===== config.mk =====
export PLATFORM = sky130hd
export DESIGN_NAME = core_sequencer
export DESIGN_NICKNAME = d
export VERILOG_FILES = /design/src/rtl/core_sequencer.sv
export SDC_FILE = /design/constraint.sdc
export NUM_CORES = 1
export LEC_CHECK = 0
export BUFFER_PORTS_ARGS = -buffer_cell sky130_fd_sc_hd__buf_2
export CAP_MARGIN = 0
export CORE_AREA = 4 4 158 160
export CTS_CLUSTER_SIZE = 14
export DETAILED_ROUTE_END_ITERATION = 6
export DIE_AREA = 0 0 162 164
export PLACE_DENSITY_LB_ADDON = 0.25
export SYNTH_ARGS = -nofsm -noshare
export SYNTH_HDL_FRONTEND = slang
export SYNTH_SLANG_ARGS = --single-unit

===== constraint.sdc =====
create_clock -name clk -period 3.7 [get_ports clk]
set_input_delay 0.555 -clock clk [delete_from_list [all_inputs] [get_ports clk]]
set_output_delay 0.555 -clock clk [all_outputs]
set_load 0.03 [all_outputs]

===== src/rtl/core_sequencer.sv =====
// Multi-cycle FETCH/DECODE/EXEC/RESULT/MEM/WB control FSM for the RV32I core.
// Owns pc and instret and drives the shared instruction/data memory port.
module core_sequencer #(
  parameter logic [31:0] RESET_PC = 32'h0000_0000
) (
  input  logic        clk,
  input  logic        reset,
  output logic        mem_req,
  output logic        mem_we,
  output logic [31:0] mem_addr,
  output logic [31:0] mem_wdata,
  input  logic        mem_ready,
  input  logic [31:0] mem_rdata,
  output logic [31:0] instr,
  input  logic        is_load,
  input  logic        is_store,
  input  logic        is_branch,
  input  logic        is_jump,
  input  logic        is_alu,
  input  logic [31:0] rs1_val,
  input  logic [31:0] rs2_val,
  input  logic [31:0] imm,
  input  logic [4:0]  ex_dest,
  input  logic [31:0] ex_result,
  input  logic [31:0] ex_next_pc,
  output logic [31:0] pc,
  output logic        exec_en,
  output logic        wb_en,
  output logic [4:0]  wb_dest,
  output logic [31:0] wb_data,
  output logic [31:0] instret,
  output logic        trap
);

  typedef enum logic [2:0] {
    FETCH, DECODE, EXEC, RESULT, MEM, WB, TRAP
  } state_t;

  state_t      state, state_next;
  logic [4:0]  flags, cls;
  logic        one_hot;
  logic [31:0] ls_addr, st_data, res, npc;
  logic [4:0]  dest;
  logic        cls_load, cls_store, cls_writes;

  // Class vector layout: {alu, jump, branch, store, load}
  assign flags      = {is_alu, is_jump, is_branch, is_store, is_load};
  assign one_hot    = (flags != '0) && ((flags & (flags - 5'd1)) == '0);
  assign cls_load   = cls[0];
  assign cls_store  = cls[1];
  assign cls_writes = cls[4] | cls[3] | cls[0];

  always_ff @(posedge clk or negedge reset) begin
    if (!reset) begin
      state   <= FETCH;
      pc      <= RESET_PC;
      instr   <= '0;
      instret <= '0;
      cls     <= '0;
      ls_addr <= '0;
      st_data <= '0;
      res     <= '0;
      dest    <= '0;
      npc     <= '0;
    end else begin
      state <= state_next;
      case (state)
        FETCH:  if (pc[1:0] == 2'b00 && mem_ready) instr <= mem_rdata;
        DECODE: begin
          cls     <= flags;
          ls_addr <= rs1_val + imm;
          st_data <= rs2_val;
        end
        RESULT: begin
          res  <= ex_result;
          dest <= ex_dest;
          npc  <= ex_next_pc;
        end
        // A load reuses the result register for the fetched word.
        MEM:    if (mem_ready && cls_load) res <= mem_rdata;
        WB: begin
          pc      <= npc;
          instret <= instret + 32'd1;
        end
        default: ;
      endcase
    end
  end

  always_comb begin
    state_next = state;
    mem_req    = 1'b0;
    mem_we     = 1'b0;
    mem_addr   = '0;
    mem_wdata  = '0;
    exec_en    = 1'b0;
    wb_en      = 1'b0;
    wb_dest    = '0;
    wb_data    = '0;
    trap       = 1'b0;
    case (state)
      FETCH: begin
        if (pc[1:0] != 2'b00) begin
          state_next = TRAP;
        end else begin
          mem_req  = 1'b1;
          mem_addr = pc;
          if (mem_ready) state_next = DECODE;
        end
      end
      DECODE: state_next = one_hot ? EXEC : TRAP;
      EXEC: begin
        exec_en    = 1'b1;
        state_next = RESULT;
      end
      RESULT: begin
        if (cls_load || cls_store)
          state_next = (ls_addr[1:0] != 2'b00) ? TRAP : MEM;
        else
          state_next = WB;
      end
      MEM: begin
        mem_req   = 1'b1;
        mem_we    = cls_store;
        mem_addr  = ls_addr;
        mem_wdata = st_data;
        if (mem_ready) state_next = WB;
      end
      WB: begin
        wb_en      = cls_writes && (dest != '0);
        wb_dest    = dest;
        wb_data    = res;
        state_next = FETCH;
      end
      TRAP: trap = 1'b1;
      default: state_next = TRAP;
    endcase
    // The port must go idle the instant reset asserts, even though the
    // state register already sits in FETCH.
    if (!reset) begin
      mem_req   = 1'b0;
      mem_we    = 1'b0;
      mem_addr  = '0;
      mem_wdata = '0;
    end
  end

endmodule


# Word-level counts from Yosys, hierarchy flattened

Index checks and enable logic that the tools add are counted.

Register bits: 237
Input port bits: 205
Logic and storage cells: 66
Memories: 0
Output and inout bits: 202
Memory bits (read-only): 0
RAM bits: 0
Latch bits: 0

Reductions and logical operators: 16
Shifts and indexed selects: 0
Order comparisons: 0
$add $sub $neg: 3
Multiply operators: 0
Bitwise operators: 4
Muxes and demuxes: 24
Div/mod/pow operators: 0
Equal/unequal tests: 9

Operators by type and width:

| operator                | count |
|---|---|
| $mux W32                | 6 |
| $pmux W32 S2            | 2 |
| $add A32 B1 Y32 const B | 1 |
| $add A32 B32 Y32        | 1 |
| $pmux W3 S7             | 1 |
| $mux W3                 | 4 |
| $reduce_bool A5 Y1      | 2 |
| $eq A3 B3 Y1 const B    | 3 |
| $mux W1                 | 7 |
| $eq A3 B2 Y1 const B    | 2 |
| $reduce_bool A2 Y1      | 3 |
| $and A5 B5 Y5           | 1 |
| $logic_not A5 Y1        | 1 |
| $mux W5                 | 1 |
| $sub A5 B1 Y5 const B   | 1 |
| $logic_and A1 B1 Y1     | 4 |
| $mux W2                 | 2 |
| $ne A2 B2 Y1 const B    | 2 |
| $reduce_and A2 Y1       | 2 |
| $eq A3 B1 Y1 const B    | 1 |
| $logic_not A3 Y1        | 1 |
| $ne A3 B3 Y1 const B    | 1 |
| $reduce_and A3 Y1       | 1 |
| $logic_not A2 Y1        | 1 |
| 4 further kinds         | 5 |

# Depth between registers and ports, before layout

Depth after elaboration: 6
Mapped depth: 9
Mapped depth without buffers: 9

# Worst setup path before layout

No wires, ideal clock.

Path kind: input port to flip-flop
Start: in rs1_val[0]
End: reg ls_addr[10]
Library setup time: 0.125 ns
Cell stages on the path: 9
Data arrival time: 2.338 ns
Path buffers: 0
Required time: 3.575 ns
Setup slack: 1.237 ns
Path through: ha_1 fa_1 a21o_1 a31oi_1 nor2_1 a21oi_1 o21ai_0 xor2_1 mux2_2

Cells in the longest elaborated chain, start to end: 1

Ends and longest elaborated chain:

| what                 | line | text |
|---|---|---|
| from (decl)          | 20   | `input logic [31:0] rs1_val,` |
| $add A32 B32 Y32     | 71   | `ls_addr <= rs1_val + imm;` |
| to (signal assigned) | 71   |  |
| to (decl)            | 42   | `logic [31:0] ls_addr, st_data, res, npc;` |

No other way between the ends.
A chain may end at the register's enable or synchronous reset.

# Worst setup path after layout

Start: in reset
End: out mem_wdata[18]

Cells in the longest elaborated chain, start to end: 1

Ends and longest elaborated chain:

| what        | line | text |
|---|---|---|
| from (decl) | 7    | `input logic reset,` |
| $mux W32    | 140  | `if (!reset) begin` |
| to (decl)   | 11   | `output logic [31:0] mem_wdata,` |

No other way between the ends.

==> summary.txt <==
Run status
  • Status: finished clean

Worst setup path
  • Critical Path Max Stage Delay: 0.56 ns
  • Worst Path Required: ~3.1 ns
  • Critical Path, Cell by Cell: dlygate4sd3_1 > buf_8 > and2_0 > buf_4 > and3_1 > buf_2
  • Worst path top cell family by delay: buffers and inverters
  • Setup CP Type: input port to output port
  • CP arrival: about 2.4 ns
  • R2R depth: 7
  • Startpoint Class: input port
  • Critical-path top delay cell: dlygate4sd3_1
  • Setup crit end kind: output port
  • CP Buf/Inv Count: 4
  • Flop2flop setup slack: 1.15 ns
  • Crit path max fanout: 36
  • Worst R2R Start: state[2]$_DFFE_PN0P_
  • Reg2reg end: instret[31]$_DFFE_PN0N_

Global routing
  • Global-route wire length before repair: 58.5 mm
  • Total track usage: between 20% and 30%
  • Grt peak-use layer: met2
  • Initial antenna violation count: 12
  • Congestion Overflow GR: 0
  • Largest net degree at the start of global routing: ~130
  • Vias in the first global route: 11000
  • Met1 Use GR: about 34%
  • GRT met2 Usage: around 48%
  • Met3 usage: 5.17%

Timing
  • Tcrit/Tclk final: approximately 80%
  • Final hold vios: 0
  • Layout Skew: 0.0150 ns
  • Slew Limit Fails: 0
  • Highest clock rate: between 300 and 400 MHz
  • # setup viols final: 0
  • Slew @ Worst Pin: roughly 1 ns
  • Final min period: just under 3 ns
  • Slew margin rel.: between 30% and 40%
  • Setup_tns: 0 ns
  • Unrepaired setup endpoints after global routing: no

Cells and area
  • Sequential cell area: 5910 um^2
  • Nets@finish: between 1500 and 2000
  • Syn-to-layout area delta: 27.6%
  • Fillers: around 2000
  • Multi-input logic area: between 5000 and 6000 um^2
  • Layout cells sized above 1: 33.6%

Logic synthesis
  • EDFF count, synth: 0
  • Post-Syn Nets: roughly 1500
  • Top cells by area, synth: dfrtp_1 49%, nand2_1 8.9%, mux2_2 6.6%, and3_1 4.4%, nor2_1 3.4%
  • Commonest cells post-synth: 285 x nand2_1, 236 x dfrtp_1, 108 x nor2_1
  • Mapped Cells: between 1000 and 1500
  • Yosys Warn Count: 0
  • Yosys reg bits: ~240
  • Top_reg_cell synth: dfrtp_1
  • Count leader, synth: nand2_1
  • Synth top area share: between 40% and 50%
  • Post-synth top area cell: dfrtp_1
  • Sequential share of the synthesized area: 49.0%
  • Count of cell types in the netlist: 56
  • Ys async rst share: 100%
  • Syn Std Cell Area: 12000 um^2
  • Mean Syn Cell Area: between 9 and 10 um^2

Floorplanning
  • Die height: around 160 um
  • Die width: between 150 and 200 um
  • Full die area: ~27000 um^2
  • Io pins: between 400 and 500
  • Core Region: between 20000 and 25000 um^2
  • Starting Density: 51.5%
  • Row cnt: 56

Routing
  • DR vias/cell: 5.48
  • DRT antenna net count: 0
  • Drt total wl: 38.0 mm
  • First drt pass iteration count: 5
  • Remaining DRCs: 0
  • Initial DRC count: about 740
  • Vias: between 10000 and 15000
  • Drt wl/cell: 19.1 um

Clock tree
  • Clk sinks: approximately 240
  • CTS tree: done
  • Total setup buffers inserted after CTS: 0
  • Max Root-Sink Buffers: 3
  • CTS Root Cell: clkbuf_16
  • H-tree depth: 1
  • Clock-pin slew on the worst setup and hold paths: 0.06 ns
  • Worst skew pair latency: roughly 0.53 ns
  • CTS Buf Count: 26

Place
  • I/O Buffers: 406
  • Routability congestion estimate: 0.927
  • Hpwl dp: 27.6 mm

Hold path
  • Hold endpoint: st_data[0]$_DFFE_PN0P_
  • Hold_sp: rs2_val[0]
  • Hold Path Class: input port to register
  • WHS Path Cells: 3

Power and ir drop
  • Cell Pwr Density: approximately 630 nW/um^2
  • LEAKAGE: 0.00807 uW
  • Overall Power: between 9000 and 10000 uW
  • Worst vdd ir: between 0.4 and 0.5 mV

Job
  • Maxcap violations: 0
[flip-flops by register name, indices dropped and copies added, names as in the netlist]
name	cells
res	32
instret	32
state	3
dest	5
ls_addr	32
pc	32
instr	32
cls	4
st_data	32
npc	32
[through the flow]
step | setup slack (ns) | std cells | utilization [%] | hold WS, ns | instance area, um^2
floorplan | 1.24 | 1269 | - | 0.259 | 12000
global placement | 0.887 | 1931 | 61.2 | 0.438 | 14300
detailed placement | 0.868 | 1931 | 61.2 | 0.438 | 14300
CTS | 0.770 | 1978 | 65.5 | 0.206 | 15300
global route | 0.555 | 1988 | 65.7 | 0.212 | 15400
finish | 0.771 | 1989 | 65.7 | 0.223 | 15400
[logic make-up after synthesis]
group	count (synthesis)	synth area share, %
fa+ha+maj	33	3.49
xor+xnor	56	4.07
flops	236	49.0
mux	104	9.38
buf+inv	89	2.99
compound gates	199	10.7
simple gates	552	20.3
[cells in the final DEF, fill, tap and decap left out, drive strengths merged, types with 3 or more instances in the layout]
cell and n:
buf 422, nand2 285, dfrtp 236, nor2 108
and3 85, a21oi 74, mux2 71, o21ai 41
clkbuf 37, mux2i 33, xnor2 32, ha 32
a22oi 30, xor2 24, nand3 23, nor3 14
nand4 14, diode 11, inv 10, a31oi 8
a21o 8, a211oi 7, bufinv 6, o211ai 5
and2 5, or4 4, o21a 4, o21bai 4
nor2b 4, and4 3, o31ai 3, a21boi 3
clkinv 3
[worst reg2reg max path, delay by kind of cell (launching register included)]
kind / cells / cell delay (ns)
xor+xnor: 1 / 0.16
buf+inv: 1 / 0.29
flops: 1 / 0.65
simple gates: 5 / 1.38
[layer usage]
layer / wire length (um) / up-vias / share of wire, %
li1: - / 5120 / -
met1: 15000 / 5276 / 40
met2: 19000 / 413 / 50
met3: 2440 / 89 / 6.4
met4: 1450 / 4 / 3.8
met5: 24 / - / 0.063
[cell type report]
class | count | share of cell area [%]
well taps | 319 | 2.60
clock inverters | 9 | 1.27
clock buffers | 37 | 5.23
diodes | 11 | 0.179
repair buffers | 423 | 14.3
inverters | 10 | 0.244
flip-flops and latches | 236 | 38.4
multi-input cells | 944 | 37.7
[worst max-delay path by stage]
stage	start	end	slack (ns)	cells after the start
finish	reset	mem_wdata[18]	0.77	6
global route	state[0]$_DFFE_PN0P_	mem_addr[9]	0.55	7
CTS	reset	mem_wdata[18]	0.77	6
detailed placement	rs1_val[0]	ls_addr[16]$_DFFE_PN0P_	0.87	10
global placement	rs1_val[0]	ls_addr[30]$_DFFE_PN0P_	0.89	10
floorplan	rs1_val[0]	ls_addr[10]$_DFFE_PN0P_	1.24	9
[power breakdown]
part | switching (uW) | internal, uW
combinational | 1800 | 1040
sequential | 512 | 3310
clock | 1040 | 1910
[repair_timing]
item,4_1_cts,5_1_grt
endpoints found under the hold margin,32,0
endpoints found under the setup margin,0,0
hold buffers,1,0
gates resized for setup,0,0
(Power assumes the default switching activity.)
